===== src/rtl/nibble_serial_adder_pkg.sv =====
// -----------------------------------------------------------------------------
// nsa_pkg
// Shared definitions for nibble_serial_adder: FSM state encoding and the
// width of the reused adder slice.
// No ports (package).
// -----------------------------------------------------------------------------
package nsa_pkg;

    localparam logic [1:0] ST_IDLE = 2'd0;
    localparam logic [1:0] ST_RUN  = 2'd1;
    localparam logic [1:0] ST_DONE = 2'd2;

    localparam int SLICE_W = 4;

    typedef enum logic [1:0] {
        S_IDLE = ST_IDLE,
        S_RUN  = ST_RUN,
        S_DONE = ST_DONE
    } nsa_state_t;

endpackage : nsa_pkg


===== src/rtl/carry_select_adder.sv =====
// -----------------------------------------------------------------------------
// carry_select_adder
// 4-bit carry-select adder slice. Both carry-in outcomes are computed in
// parallel and the real carry-in only picks between them.
// Ports:
//   i_a, i_b  [3:0] operands
//   i_cin           carry in
//   o_sum     [3:0] sum
//   o_cout          carry out
// -----------------------------------------------------------------------------
module carry_select_adder (
    input  logic [3:0] i_a,
    input  logic [3:0] i_b,
    input  logic       i_cin,
    output logic [3:0] o_sum,
    output logic       o_cout
);

    logic [4:0] w_sum_c0;
    logic [4:0] w_sum_c1;

    assign w_sum_c0 = {1'b0, i_a} + {1'b0, i_b};
    assign w_sum_c1 = w_sum_c0 + 5'd1;

    assign {o_cout, o_sum} = i_cin ? w_sum_c1 : w_sum_c0;

endmodule : carry_select_adder


===== src/rtl/nibble_serial_adder.sv =====
// -----------------------------------------------------------------------------
// nibble_serial_adder
// Adds two WIDTH-bit operands one nibble per clock using a single 4-bit
// carry_select_adder slice. The inter-nibble carry is registered.
// Optional macro NSA_OVERFLOW_EN adds the 'ovf' output (two's-complement
// signed overflow, registered with cout).
// Ports:
//   clk, rst              clock, asynchronous active-high reset
//   in_valid / in_ready   operand handshake (a, b, cin)
//   a, b      [WIDTH-1:0] operands
//   cin                   carry into nibble 0
//   out_valid / out_ready result handshake (sum, cout)
//   sum       [WIDTH-1:0] result
//   cout                  carry out of MSB nibble
//   busy                  high while in RUN or DONE
//   ovf                   signed overflow (NSA_OVERFLOW_EN only)
// Handshake: a transfer happens on a rising clk edge where valid and ready are
// both high; the producer holds its data stable until then, and ready never
// depends combinationally on valid.
// -----------------------------------------------------------------------------
module nibble_serial_adder
    import nsa_pkg::*;
#(
    parameter int WIDTH = 16
) (
    input  logic             clk,
    input  logic             rst,
    input  logic             in_valid,
    output logic             in_ready,
    input  logic [WIDTH-1:0] a,
    input  logic [WIDTH-1:0] b,
    input  logic             cin,
    output logic             out_valid,
    input  logic             out_ready,
    output logic [WIDTH-1:0] sum,
    output logic             cout,
`ifdef NSA_OVERFLOW_EN
    output logic             ovf,
`endif
    output logic             busy
);

    localparam int NIB   = WIDTH / SLICE_W;
    localparam int CNT_W = (NIB > 1) ? $clog2(NIB) : 1;

    if (((WIDTH % SLICE_W) != 0) || (WIDTH < SLICE_W)) begin : g_width_check
        $error("nibble_serial_adder: WIDTH must be a multiple of 4 and >= 4");
    end

    nsa_state_t       r_state;
    nsa_state_t       w_state_next;
    logic [WIDTH-1:0] r_a;
    logic [WIDTH-1:0] r_b;
    logic [WIDTH-1:0] r_sum;
    logic             r_cout;
    logic             r_carry;
    logic [CNT_W-1:0] r_cnt;
    logic [3:0]       w_a_nib;
    logic [3:0]       w_b_nib;
    logic [3:0]       w_slice_sum;
    logic             w_slice_cout;
    logic             w_last;

    assign w_a_nib = r_a[SLICE_W*int'(r_cnt) +: SLICE_W];
    assign w_b_nib = r_b[SLICE_W*int'(r_cnt) +: SLICE_W];
    assign w_last  = (r_cnt == CNT_W'(NIB - 1));

    carry_select_adder u_slice (
        .i_a    (w_a_nib),
        .i_b    (w_b_nib),
        .i_cin  (r_carry),
        .o_sum  (w_slice_sum),
        .o_cout (w_slice_cout)
    );

    // State register
    always_ff @(posedge clk or posedge rst) begin
        if (rst) begin
            r_state <= S_IDLE;
        end else begin
            r_state <= w_state_next;
        end
    end

    // Next state and handshake outputs
    always_comb begin
        w_state_next = r_state;
        in_ready     = 1'b0;
        out_valid    = 1'b0;
        busy         = 1'b1;
        unique case (r_state)
            S_IDLE: begin
                in_ready = 1'b1;
                busy     = 1'b0;
                if (in_valid) begin
                    w_state_next = S_RUN;
                end
            end
            S_RUN: begin
                if (w_last) begin
                    w_state_next = S_DONE;
                end
            end
            S_DONE: begin
                out_valid = 1'b1;
                if (out_ready) begin
                    w_state_next = S_IDLE;
                end
            end
            default: begin
                w_state_next = S_IDLE;
            end
        endcase
    end

    // Operand capture and nibble-by-nibble accumulation
    always_ff @(posedge clk or posedge rst) begin
        if (rst) begin
            r_a     <= '0;
            r_b     <= '0;
            r_sum   <= '0;
            r_cout  <= 1'b0;
            r_carry <= 1'b0;
            r_cnt   <= '0;
        end else begin
            unique case (r_state)
                S_IDLE: begin
                    if (in_valid) begin
                        r_a     <= a;
                        r_b     <= b;
                        r_carry <= cin;
                        r_cnt   <= '0;
                        r_sum   <= '0;
                    end
                end
                S_RUN: begin
                    r_sum[SLICE_W*int'(r_cnt) +: SLICE_W] <= w_slice_sum;
                    r_carry <= w_slice_cout;
                    if (w_last) begin
                        r_cout <= w_slice_cout;
                    end else begin
                        r_cnt <= r_cnt + 1'b1;
                    end
                end
                default: begin
                end
            endcase
        end
    end

`ifdef NSA_OVERFLOW_EN
    logic r_ovf;

    // Signed overflow: operands agree in sign but the result's sign differs.
    always_ff @(posedge clk or posedge rst) begin
        if (rst) begin
            r_ovf <= 1'b0;
        end else if ((r_state == S_RUN) && w_last) begin
            r_ovf <= (r_a[WIDTH-1] == r_b[WIDTH-1]) &&
                     (w_slice_sum[3] != r_a[WIDTH-1]);
        end
    end

    assign ovf = r_ovf;
`endif

    assign sum  = r_sum;
    assign cout = r_cout;

endmodule : nibble_serial_adder


===== config.mk =====
export PLATFORM = sky130hd
export DESIGN_NAME = nibble_serial_adder
export DESIGN_NICKNAME = d
export VERILOG_FILES = /design/src/rtl/nibble_serial_adder_pkg.sv /design/src/rtl/carry_select_adder.sv /design/src/rtl/nibble_serial_adder.sv
export SDC_FILE = /design/constraint.sdc
export NUM_CORES = 1
export LEC_CHECK = 0
export ABC_AREA = 1
export CORE_MARGIN = 4
export CORE_UTILIZATION = 30
export DETAILED_ROUTE_END_ITERATION = 6
export GPL_TIMING_DRIVEN = 0
export SLEW_MARGIN = 25
export SYNTH_ARGS = -nofsm -noshare
export SYNTH_HDL_FRONTEND = slang
export SYNTH_SLANG_ARGS = --single-unit

===== constraint.sdc =====
create_clock -name clk -period 3.1 [get_ports clk]
set_input_delay 0.31 -clock clk [delete_from_list [all_inputs] [get_ports clk]]
set_output_delay 0.31 -clock clk [all_outputs]
set_load 0.01 [all_outputs]

==> results by group <==
Status
  – Outcome: complete, no violations

Drt
  – DR pass1 iterations: 4
  – DRC violation count after routing: 0
  – Post-DR wirelength/cell: 12.6 um
  – Antenna-violating nets left: 0
  – Routed Wire Length: 6390 um
  – Avg Vias per Cell: between 4 and 5
  – Iter 0 DRT Violations: 100
  – Routed vias: roughly 2300

Setup path
  – Data arrival time of the worst path: 3.04 ns
  – Crit path required time: around 3.3 ns
  – Depth of the worst register-to-register path: 12
  – Sequence of cells on the critical path: clkbuf_2 > o21ai_0 > o22ai_1 > ha_1 > fa_1 > ha_1 > nand2_1 > o21ai_0 > inv_1 > nor2_1 > nand2_1 > o21ai_0
  – Kind of cell with the highest combined delay on the critical path: adder cells
  – Buf+Inv Stages, Crit Path: 2
  – Number of logic stages on the critical path including buffering: 12
  – Delay contributed by the slowest stage of the critical path: 0.51 ns
  – Startpoint type of the worst setup path: register
  – Cell type of the slowest stage on the worst timing path: sky130_fd_sc_hd__dfrtp_1
  – Cell with the most instances on the worst path: sky130_fd_sc_hd__o21ai_0
  – Endpoint class of the critical path: register
  – Critical setup path kind: register to register
  – Peak fanout along the critical path: 10

Timing
  – Fmax: approximately 360 MHz
  – Final hold violation count: 0
  – Worst slew slack as a fraction of its limit: 0.557
  – Largest clock skew in the final design: 0.0102 ns
  – Pin slew with the least headroom to its limit: around 0.66 ns
  – Final cycle utilization of the critical path: 0.906
  – Worst hold slack after final layout: 0.458 ns
  – Number of setup violations in the final report: 0
  – Max Transition Viols Final: 0
  – Final critical path time including I/O delays and setup: 2.81 ns
  – Setup Total Neg Slack: 0 ns
  – Setup repair after global routing missed its margin: false

Synthesis
  – Fraction of post-synthesis cell area in the top cell type by area: 0.499
  – Number of distinct library cells after synthesis: 25
  – Nets in the synthesized netlist: between 300 and 400
  – Summed instance area of the synthesized netlist: 2710 um2
  – Commonest cells in the synthesized netlist: sky130_fd_sc_hd__nand2_1 (128), sky130_fd_sc_hd__dfrtp_1 (54), sky130_fd_sc_hd__inv_1 (30)
  – Main flop type after synthesis: sky130_fd_sc_hd__dfrtp_1
  – Post-synthesis simple-gate area fraction: 0.277
  – Area share of xor/xnor cells in the synthesized design: 0.00647
  – Post-synth top area cell: sky130_fd_sc_hd__dfrtp_1
  – Arithmetic-cell share of the synthesized area counting full adders, half adders and majority gates: 0.0490
  – Share of the synthesized area in compound gates (AO/OA/AOI/OAI): 0.101
  – Post-synth ARST share: 1.00
  – Per-instance average area after synthesis: roughly 8 um2
  – Register bit count reported by yosys: 54
  – Main combinational cell family by area after synthesis: simple AND/OR/NAND/NOR gates
  – Proportion of synthesized area in mux cells: 0
  – Dominant cells by area after synthesis: sky130_fd_sc_hd__dfrtp_1 (50%), sky130_fd_sc_hd__nand2_1 (18%), sky130_fd_sc_hd__ha_1 (4.2%), sky130_fd_sc_hd__inv_1 (4.2%), sky130_fd_sc_hd__o21ai_0 (4.1%)
  – Number of instances in the synthesized netlist: between 300 and 400
  – Most used standard cell by instance count after synthesis: sky130_fd_sc_hd__nand2_1
  – Warnings from Yosys: 0
  – Sequential area share after synthesis: 0.499
  – Number of synthesized flops with an enable pin: 0

Final layout
  – Filler instances: 907
  – Synth-to-Final Area Change: 29.7%
  – Post-layout nets: 446
  – Share of post-route cells with drive strength above 1: 0.0875
  – Number of inserted diodes: 0
  – Flip-flop and latch area: 1350 um2
  – Area occupied by multi-input gates: 1170 um2
  – Non-filler instance count after layout: between 500 and 600

Global route
  – Number of global-route vias before repair: 2244
  – Combined global-route utilization of all metal layers: 0.125
  – Total overflow reported by the global router: 0
  – Largest net degree at the start of global routing: 55
  – Antenna violations before repair: 0
  – First-pass GRT wire length: a little over 10000 um

Die
  – DIE HEIGHT: 103 um
  – Starting density of the core: 0.309
  – Ports: between 50 and 60
  – Standard cell core area: 8760 um2
  – X dimension of the die: 103 um
  – Core Rows: 34
  – Die outline area: between 10000 and 15000 um2

CTS
  – H-tree level count: 2
  – Clk root buf: sky130_fd_sc_hd__clkbuf_8
  – Clock insertion delay at the later pin of the skew report: 0.30 ns
  – Clock tree buffer depth: 2
  – Sinks on the clock net: 54
  – CTS buffer count: 5
  – Clock transition at the registers of the reported paths: 0.10 ns
  – CTS Hold Bufs: 0
  – TritonCTS clock tree: yes
  – Count of buffers added by post-CTS timing repair for setup: 0

Power
  – Maximum VDD drop: 0.000492 V
  – Leakage power figure: between 1.5 and 2 nW
  – Power per cell area: 1110 nW/um2
  – Total power consumption of the routed design: 3.91 mW

Placed design
  – Number of I/O port buffers: 56
  – Number of placed cells counting well taps: 501
  – Weighted congestion at the end of routability-driven global placement: 0.866
  – Half-perimeter wire length after detailed placement: 4880 um

Min path
  – Class of the tightest hold or removal check: input port to asynchronous set/reset pin

Flow run
  – Max Cap Viol: 0
==> flip-flops by register name, indices dropped and copies added (netlist names) <==
name / cells
r_b: 16
sum: 16
cout: 1
r_carry: 1
r_state: 2
r_a: 16
r_cnt: 2
==> final timing paths <==
path	start	end	slack, ns
worst min-delay path	rst	sum[9]$_DFFE_PP0P_	0.46
max in group asynchronous	rst	r_b[4]$_DFFE_PP0P_	2.20
min in group clk	r_a[8]$_DFFE_PP0P_	r_a[8]$_DFFE_PP0P_	0.47
worst max register to register	r_cnt[0]$_DFFE_PP0P_	sum[5]$_DFFE_PP0P_	0.29
worst max-delay path	r_cnt[0]$_DFFE_PP0P_	sum[5]$_DFFE_PP0P_	0.29
worst min register to register	r_a[8]$_DFFE_PP0P_	r_a[8]$_DFFE_PP0P_	0.47
==> kinds of logic after synthesis <==
| logic type | Yosys count |
|---|---|
| adder cells (fa/ha/maj) | 10 |
| AND/OR/NAND/NOR | 178 |
| XOR/XNOR | 2 |
| AO/OA/AOI/OAI | 48 |
| buffers and inverters | 45 |
| flip-flops | 54 |
==> worst reg2reg max path, stage by stage (launching register included) <==
cell and delay, ns:
sky130_fd_sc_hd__dfrtp_1 0.51, sky130_fd_sc_hd__clkbuf_2 0.30, sky130_fd_sc_hd__o21ai_0 0.13, sky130_fd_sc_hd__o22ai_1 0.20, sky130_fd_sc_hd__ha_1 0.23, sky130_fd_sc_hd__fa_1 0.48, sky130_fd_sc_hd__ha_1 0.31, sky130_fd_sc_hd__nand2_1 0.05
sky130_fd_sc_hd__o21ai_0 0.07, sky130_fd_sc_hd__inv_1 0.08, sky130_fd_sc_hd__nor2_1 0.12, sky130_fd_sc_hd__nand2_1 0.10, sky130_fd_sc_hd__o21ai_0 0.16
==> repair_timing <==
item,4_1_cts,5_1_grt
hold endpoints to repair,0,0
gates resized for setup,0,5
endpoints found under the setup margin,0,7
==> layout make-up <==
class | count | area share
timing repair buffer | 56 | 0.160
multi-input combinational | 238 | 0.334
sequential | 54 | 0.385
inverter | 34 | 0.0385
buffer | 10 | 0.0143
tap | 108 | 0.0385
clock buffer | 7 | 0.0217
clock inverter | 1 | 0.00855
==> placed cells by master, fill, tap and decap left out <==
cell type                         netlist  final
sky130_fd_sc_hd__clkbuf_2               0      2
sky130_fd_sc_hd__o21ai_0               22     22
sky130_fd_sc_hd__o22ai_1               12     12
sky130_fd_sc_hd__inv_4                  2      3
sky130_fd_sc_hd__a21oi_1                4      4
sky130_fd_sc_hd__nand2_1              128    128
sky130_fd_sc_hd__clkdlybuf4s50_1        0     56
sky130_fd_sc_hd__nand3_1               13     13
sky130_fd_sc_hd__nor2_2                 2      2
sky130_fd_sc_hd__dfrtp_1               54     54
sky130_fd_sc_hd__bufinv_16              0      1
sky130_fd_sc_hd__nand2_2                4      4
sky130_fd_sc_hd__clkbuf_1               3      2
sky130_fd_sc_hd__clkbuf_8               0      5
sky130_fd_sc_hd__o21ai_1                7      7
sky130_fd_sc_hd__inv_2                  2      3
sky130_fd_sc_hd__nor3_4                 1      1
sky130_fd_sc_hd__o31ai_1                1      1
sky130_fd_sc_hd__inv_1                 30     28
sky130_fd_sc_hd__ha_1                   9      9
sky130_fd_sc_hd__o21ai_2                1      1
sky130_fd_sc_hd__o21ai_4                1      1
sky130_fd_sc_hd__xor2_1                 2      2
sky130_fd_sc_hd__nor2_4                 3      3
sky130_fd_sc_hd__buf_2                  8      8
sky130_fd_sc_hd__nor2_1                22     22
sky130_fd_sc_hd__nand4_1                4      4
sky130_fd_sc_hd__fa_1                   1      1
sky130_fd_sc_hd__nand3_2                1      1
==> per-layer routing <==
| metal | up-vias | GRT usage | part of all wire |
|---|---|---|---|
| met4 | 0 | 0.0319 | 0.011 |
| li1 | 1191 | - | - |
| met2 | 65 | 0.207 | 0.47 |
| met5 | - | 0 | 0 |
| met1 | 1034 | 0.165 | 0.45 |
| met3 | 6 | 0.0284 | 0.065 |
==> power breakdown <==
group | internal [mW] | switching (mW) | total, mW | leakage (nW)
clock | 0.242 | 0.222 | 0.464 | 0.0524
sequential | 1.00 | 0.194 | 1.19 | 0.692
combinational | 0.861 | 1.39 | 2.25 | 0.967
total | 2.10 | 1.81 | 3.91 | 1.71
==> per-stage QoR <==
step           area, um2  worst slack, ns   util
6_report            3510            0.292  0.401
3_5_place_dp        3410           0.0940  0.389
4_1_cts             3510           0.0631  0.401
5_1_grt             3510          0.00133  0.401
2_1_floorplan       2710            0.567      -
3_3_place_gp        3400            0.133  0.388
(Power assumes the default switching activity.)
==> variant 1: new RTL, same flow settings <==
Build with the macro `NSA_OVERFLOW_EN` defined.
--- a/src/rtl/nibble_serial_adder.sv
+++ b/src/rtl/nibble_serial_adder.sv
@@ -19,4 +19,6 @@
 // depends combinationally on valid.
 // -----------------------------------------------------------------------------
+`define NSA_OVERFLOW_EN
+
 module nibble_serial_adder
     import nsa_pkg::*;
Check against the original RTL (old outputs only; new: ovf): equivalent (equiv_simple and equiv_induct, registers matched by name and starting in step).
==> variant 1 against the unedited design <==
Combinational power grew 7%; setup slack worse by 0.050 ns; total power increased by 3.6%; sequential cell count grew 1; critical path depth is 2 lower; non-clock buffer count down 1; global-route usage rose by 0.11 points; highest routed layer unchanged; synthesized area up 1.0%; critical path type unchanged; routed wire length rose by 2.2%; cell count fell by 10%; final area increased by 0.93%.
==> variant 1: results (changes against the unedited design) <==
status: complete, no violations
slowest CP cell: clkbuf_1
port buffer count: 57 (+1.8%)
fin cells: 456 (-10%)
vias in the first global route: 2396 (+6.8%)
Final #Nets: 394 (-12%)
Overall Global Routing Usage: 12.6% (+0.11 points)
synthesized-area fraction occupied by adder cells: 4.85% (-0.049 points)
CP max stage delay: 0.48 ns (-0.03 ns)
met1 Use GR: 15.7% (-0.81 points)
Comb group: 2.41 mW (+7%)
via count: 2163 (-5.8%)
syn_nets: 330 (-14%)
crit path DAT: 3.08 ns (+0.04 ns)
mux contribution to synthesized area: 13.7% (+14 points)
GR Layer Usage met3: 3.11% (+0.27 points)
Fillers: 874 (-3.6%)
share of layout cells above drive strength 1: 16.4% (+7.6 points)
XOR/XNOR Fraction of Synth Area: 0.320% (-0.33 points)
Reg area: 1380 µm² (+1.9%)
drt initial violations: 58 (-42%)
post-route met1 wirelength: 2940 µm (+2.5%)
Commonest cells post-synth: 55 x dfrtp_1, 50 x nand2_1, 31 x inv_1
routed wl met2: 3200 µm (+5.5%)
Seq pwr share: 30.5% (about the same)
GP Congestion: 0.776 (-10%)
Synth area leaders: dfrtp_1 50%, mux2_2 12%, nand2_1 6.9%
routed wire length: 6520 µm (+2.2%)
global-route wire length before repair: 11300 µm (+8.7%)
met2 usage: 22.4% (+1.8 points)
Leak Pwr: 1.60 nW (-6.3%)
[variant 1: cell types whose count changed in the layout (fill, tap and decap cells not counted), moves of 4 or more]
cell	before	now
mux2_2	0	28
nand2_1	128	50
o21ai_1	7	2
mux2_4	0	4
buf_2	8	2
[variant 1: kinds of logic after synthesis]
logic type | count (synthesis)
compound gates | 46
xor+xnor | 1
fa+ha+maj | 10
buf+inv | 41
flops | 55
mux | 32
simple gates | 98
[variant 1: path summary, 6_finish.rpt]
path	end	slack (ns)	cells past startpoint
hold reg to reg	ovf$_DFFE_PP0P_	0.49	2
hold / removal	sum[1]$_DFFE_PP0P_	0.46	2
setup reg to reg	sum[5]$_DFFE_PP0P_	0.24	10
max in group asynchronous	r_cnt[1]$_DFFE_PP0P_	2.14	2
setup / recovery	sum[5]$_DFFE_PP0P_	0.24	10
min in group clk	ovf$_DFFE_PP0P_	0.49	2
[variant 1: area by class of cell]
cell class | instances | share of cell area [%]
flip-flops and latches | 55 | 38.9
multi-input cells | 187 | 33.5
repair buffers | 57 | 16.1
well taps | 108 | 3.81
inverters | 33 | 3.67
clock buffers | 5 | 1.94
plain buffers | 8 | 1.45
clock inverters | 3 | 0.635
[variant 1: through the flow]
stage | utilization, % | area (µm²) | power (mW) | setup WS, ns
2_1_floorplan | - | 2740 | 2.92 | 0.691
3_3_place_gp | 39.1 | 3440 | 3.58 | 0.145
3_5_place_dp | 39.1 | 3440 | 3.65 | 0.0972
4_1_cts | 40.2 | 3540 | 4.06 | 0.0819
5_1_grt | 40.3 | 3540 | 4.49 | 0.00754
6_report | 40.3 | 3540 | 4.05 | 0.243
==> variant 2: new RTL, same flow settings <==
Made on the original files. Set the parameter `WIDTH` to 64 (it was 16).
--- a/src/rtl/nibble_serial_adder.sv
+++ b/src/rtl/nibble_serial_adder.sv
@@ -22,5 +22,5 @@
     import nsa_pkg::*;
 #(
-    parameter int WIDTH = 16
+    parameter int WIDTH = 64
 ) (
     input  logic             clk,
Interface: changed (resized a, b and sum); port bits go from 57 to 201. The function was not compared with the original's and may differ.
==> variant 2 against the unedited design <==
The run now ends with negative setup slack left; synthesized area rose to 3.6 times the old value; setup slack worse by 0.33 ns; clock power rose to 4.9 times the old value; final area rose to 3.8 times the old value; total power grew to 4.0 times the old value; worst hold slack got worse by 0.24 ns; critical endpoint is now sum[41]$_DFFE_PP0P_; utilization is 2.3 points higher; largest power group unchanged; critical path type unchanged; sequential cell count rose by 146; clock skew hardly changed; routed wire length grew to 5.2 times the old value.
==> variant 2: results (changes against the unedited design) <==
status: finished, violations left
violated checks: negative setup slack
clock skew: 0.0106 ns (+0.000366 ns)
port buffer count: 200 (+260%)
Die W: 187 µm (+82%)
Avg WL per Cell: 17.5 µm (+40%)
largest net degree at the start of global routing: 32 (-42%)
slowest CP cell: fa_2
post-synthesis sequential area ratio: 52.0% (+2.1 points)
post-CTS setup buffer count: 10 (+10)
CTS Buffer Depth: 2 (unchanged)
Final #Nets: 1612 (+260%)
Leak Pwr: 6.37 nW (+270%)
Worst Tran Pin Value: 0.728 ns (+0.0643 ns)
CTS root buf: clkbuf_16
clock power share: 14.7% (+2.8 points)
Synth area leaders: dfrtp_1 52%, nand2_1 19%, nand3_1 5.7%
drt initial violations: 687 (+590%)
R2R Setup Slk: -0.04 ns (-0.33 ns)
Detail Placement HPWL: 25000 µm (+410%)
Overall Global Routing Usage: 18.7% (+6.3 points)
Seq group: 4.41 mW (+270%)
share of layout cells above drive strength 1: 12.9% (+4.1 points)
Fillers: 3192 (+250%)
post-cts gate resize count: 90 (+90)
crit-path leading delay family: adder cells
setup slack after layout: -0.0423 ns (-0.335 ns)
final total power: 15.5 mW (+300%)
TritonRoute pass-1 iters: 5 (+1)
TritonCTS buffer count: 17 (+12)
crit path DAT: 3.51 ns (+0.47 ns)
Final setup viols: 16 (+16)
GP Congestion: 0.850 (-1.8%)
YS warnings: 0 (unchanged)
total net switching power: 7.16 mW (+300%)
global-route wire length before repair: 52000 µm (+400%)
peak supply drop: 0.636 mV (+29%)
Commonest cells post-synth: 488 x nand2_1, 200 x dfrtp_1, 109 x nand3_1
via count: 9271 (+300%)
H-tree Lvls: 4 (+2)
syn_nets: 1371 (+260%)
antenna violations before repair: 1 (+1)
vias in the first global route: 9418 (+320%)
clk_lat worst skew: 0.44 ns (+0.14 ns)
clock-pin slew on the worst setup and hold paths: 0.07 ns (-0.03 ns)
post-synth cell types: 35 (+40%)
==> variant 2: cell type report <==
class,count,share of cell area (%)
tap,402,3.75
buffer,64,3.45
clock buffer,19,3.38
sequential,200,37.3
multi-input combinational,894,31.9
clock inverter,13,1.02
antenna,1,0.0187
inverter,70,2.08
timing repair buffer,223,17.0
==> variant 2: worst paths after layout <==
path / startpoint / end / cells after the start
min: rst / sum[46]$_DFFE_PP0P_ / 2
min reg2reg: sum[3]$_DFFE_PP0P_ / sum[3]$_DFFE_PP0P_ / 2
min in group clk: a[54] / r_a[54]$_DFFE_PP0P_ / 3
max reg2reg: r_cnt[0]$_DFFE_PP0P_ / sum[41]$_DFFE_PP0P_ / 14
max in group asynchronous: rst / r_a[38]$_DFFE_PP0P_ / 5
max: r_cnt[0]$_DFFE_PP0P_ / sum[41]$_DFFE_PP0P_ / 14
==> variant 2: metrics by stage <==
step | cells | TNS (ns) | setup WS (ns) | area (µm²) | hold slack [ns]
CTS | 1880 | -0.386 | -0.0548 | 13200 | 0.210
finish | 1886 | -0.255 | -0.0423 | 13400 | 0.213
global route | 1886 | -4.45 | -0.155 | 13400 | 0.248
floorplan | 1229 | 0 | 0.166 | 9630 | 0.419
global placement | 1831 | -317.26 | -1.45 | 12100 | 0.458
detailed placement | 1838 | -32.46 | -0.816 | 12300 | 0.460
==> variant 2: cell families after synthesis <==
group           share of synthesized area (%)
flops                                    52.0
simple gates                             30.9
fa+ha+maj                                1.25
xor+xnor                                0.169
buf+inv                                  5.90
compound gates                           9.79
==> variant 2: metal layers <==
layer	share of wire (%)	wire length [µm]	vias up	global-route usage (%)
li1	-	-	4439	-
met1	46	15200	4422	26.1
met2	46	15300	367	30.3
met3	5.6	1870	43	3.30
met4	2.1	691	0	5.12
met5	0	0	-	0
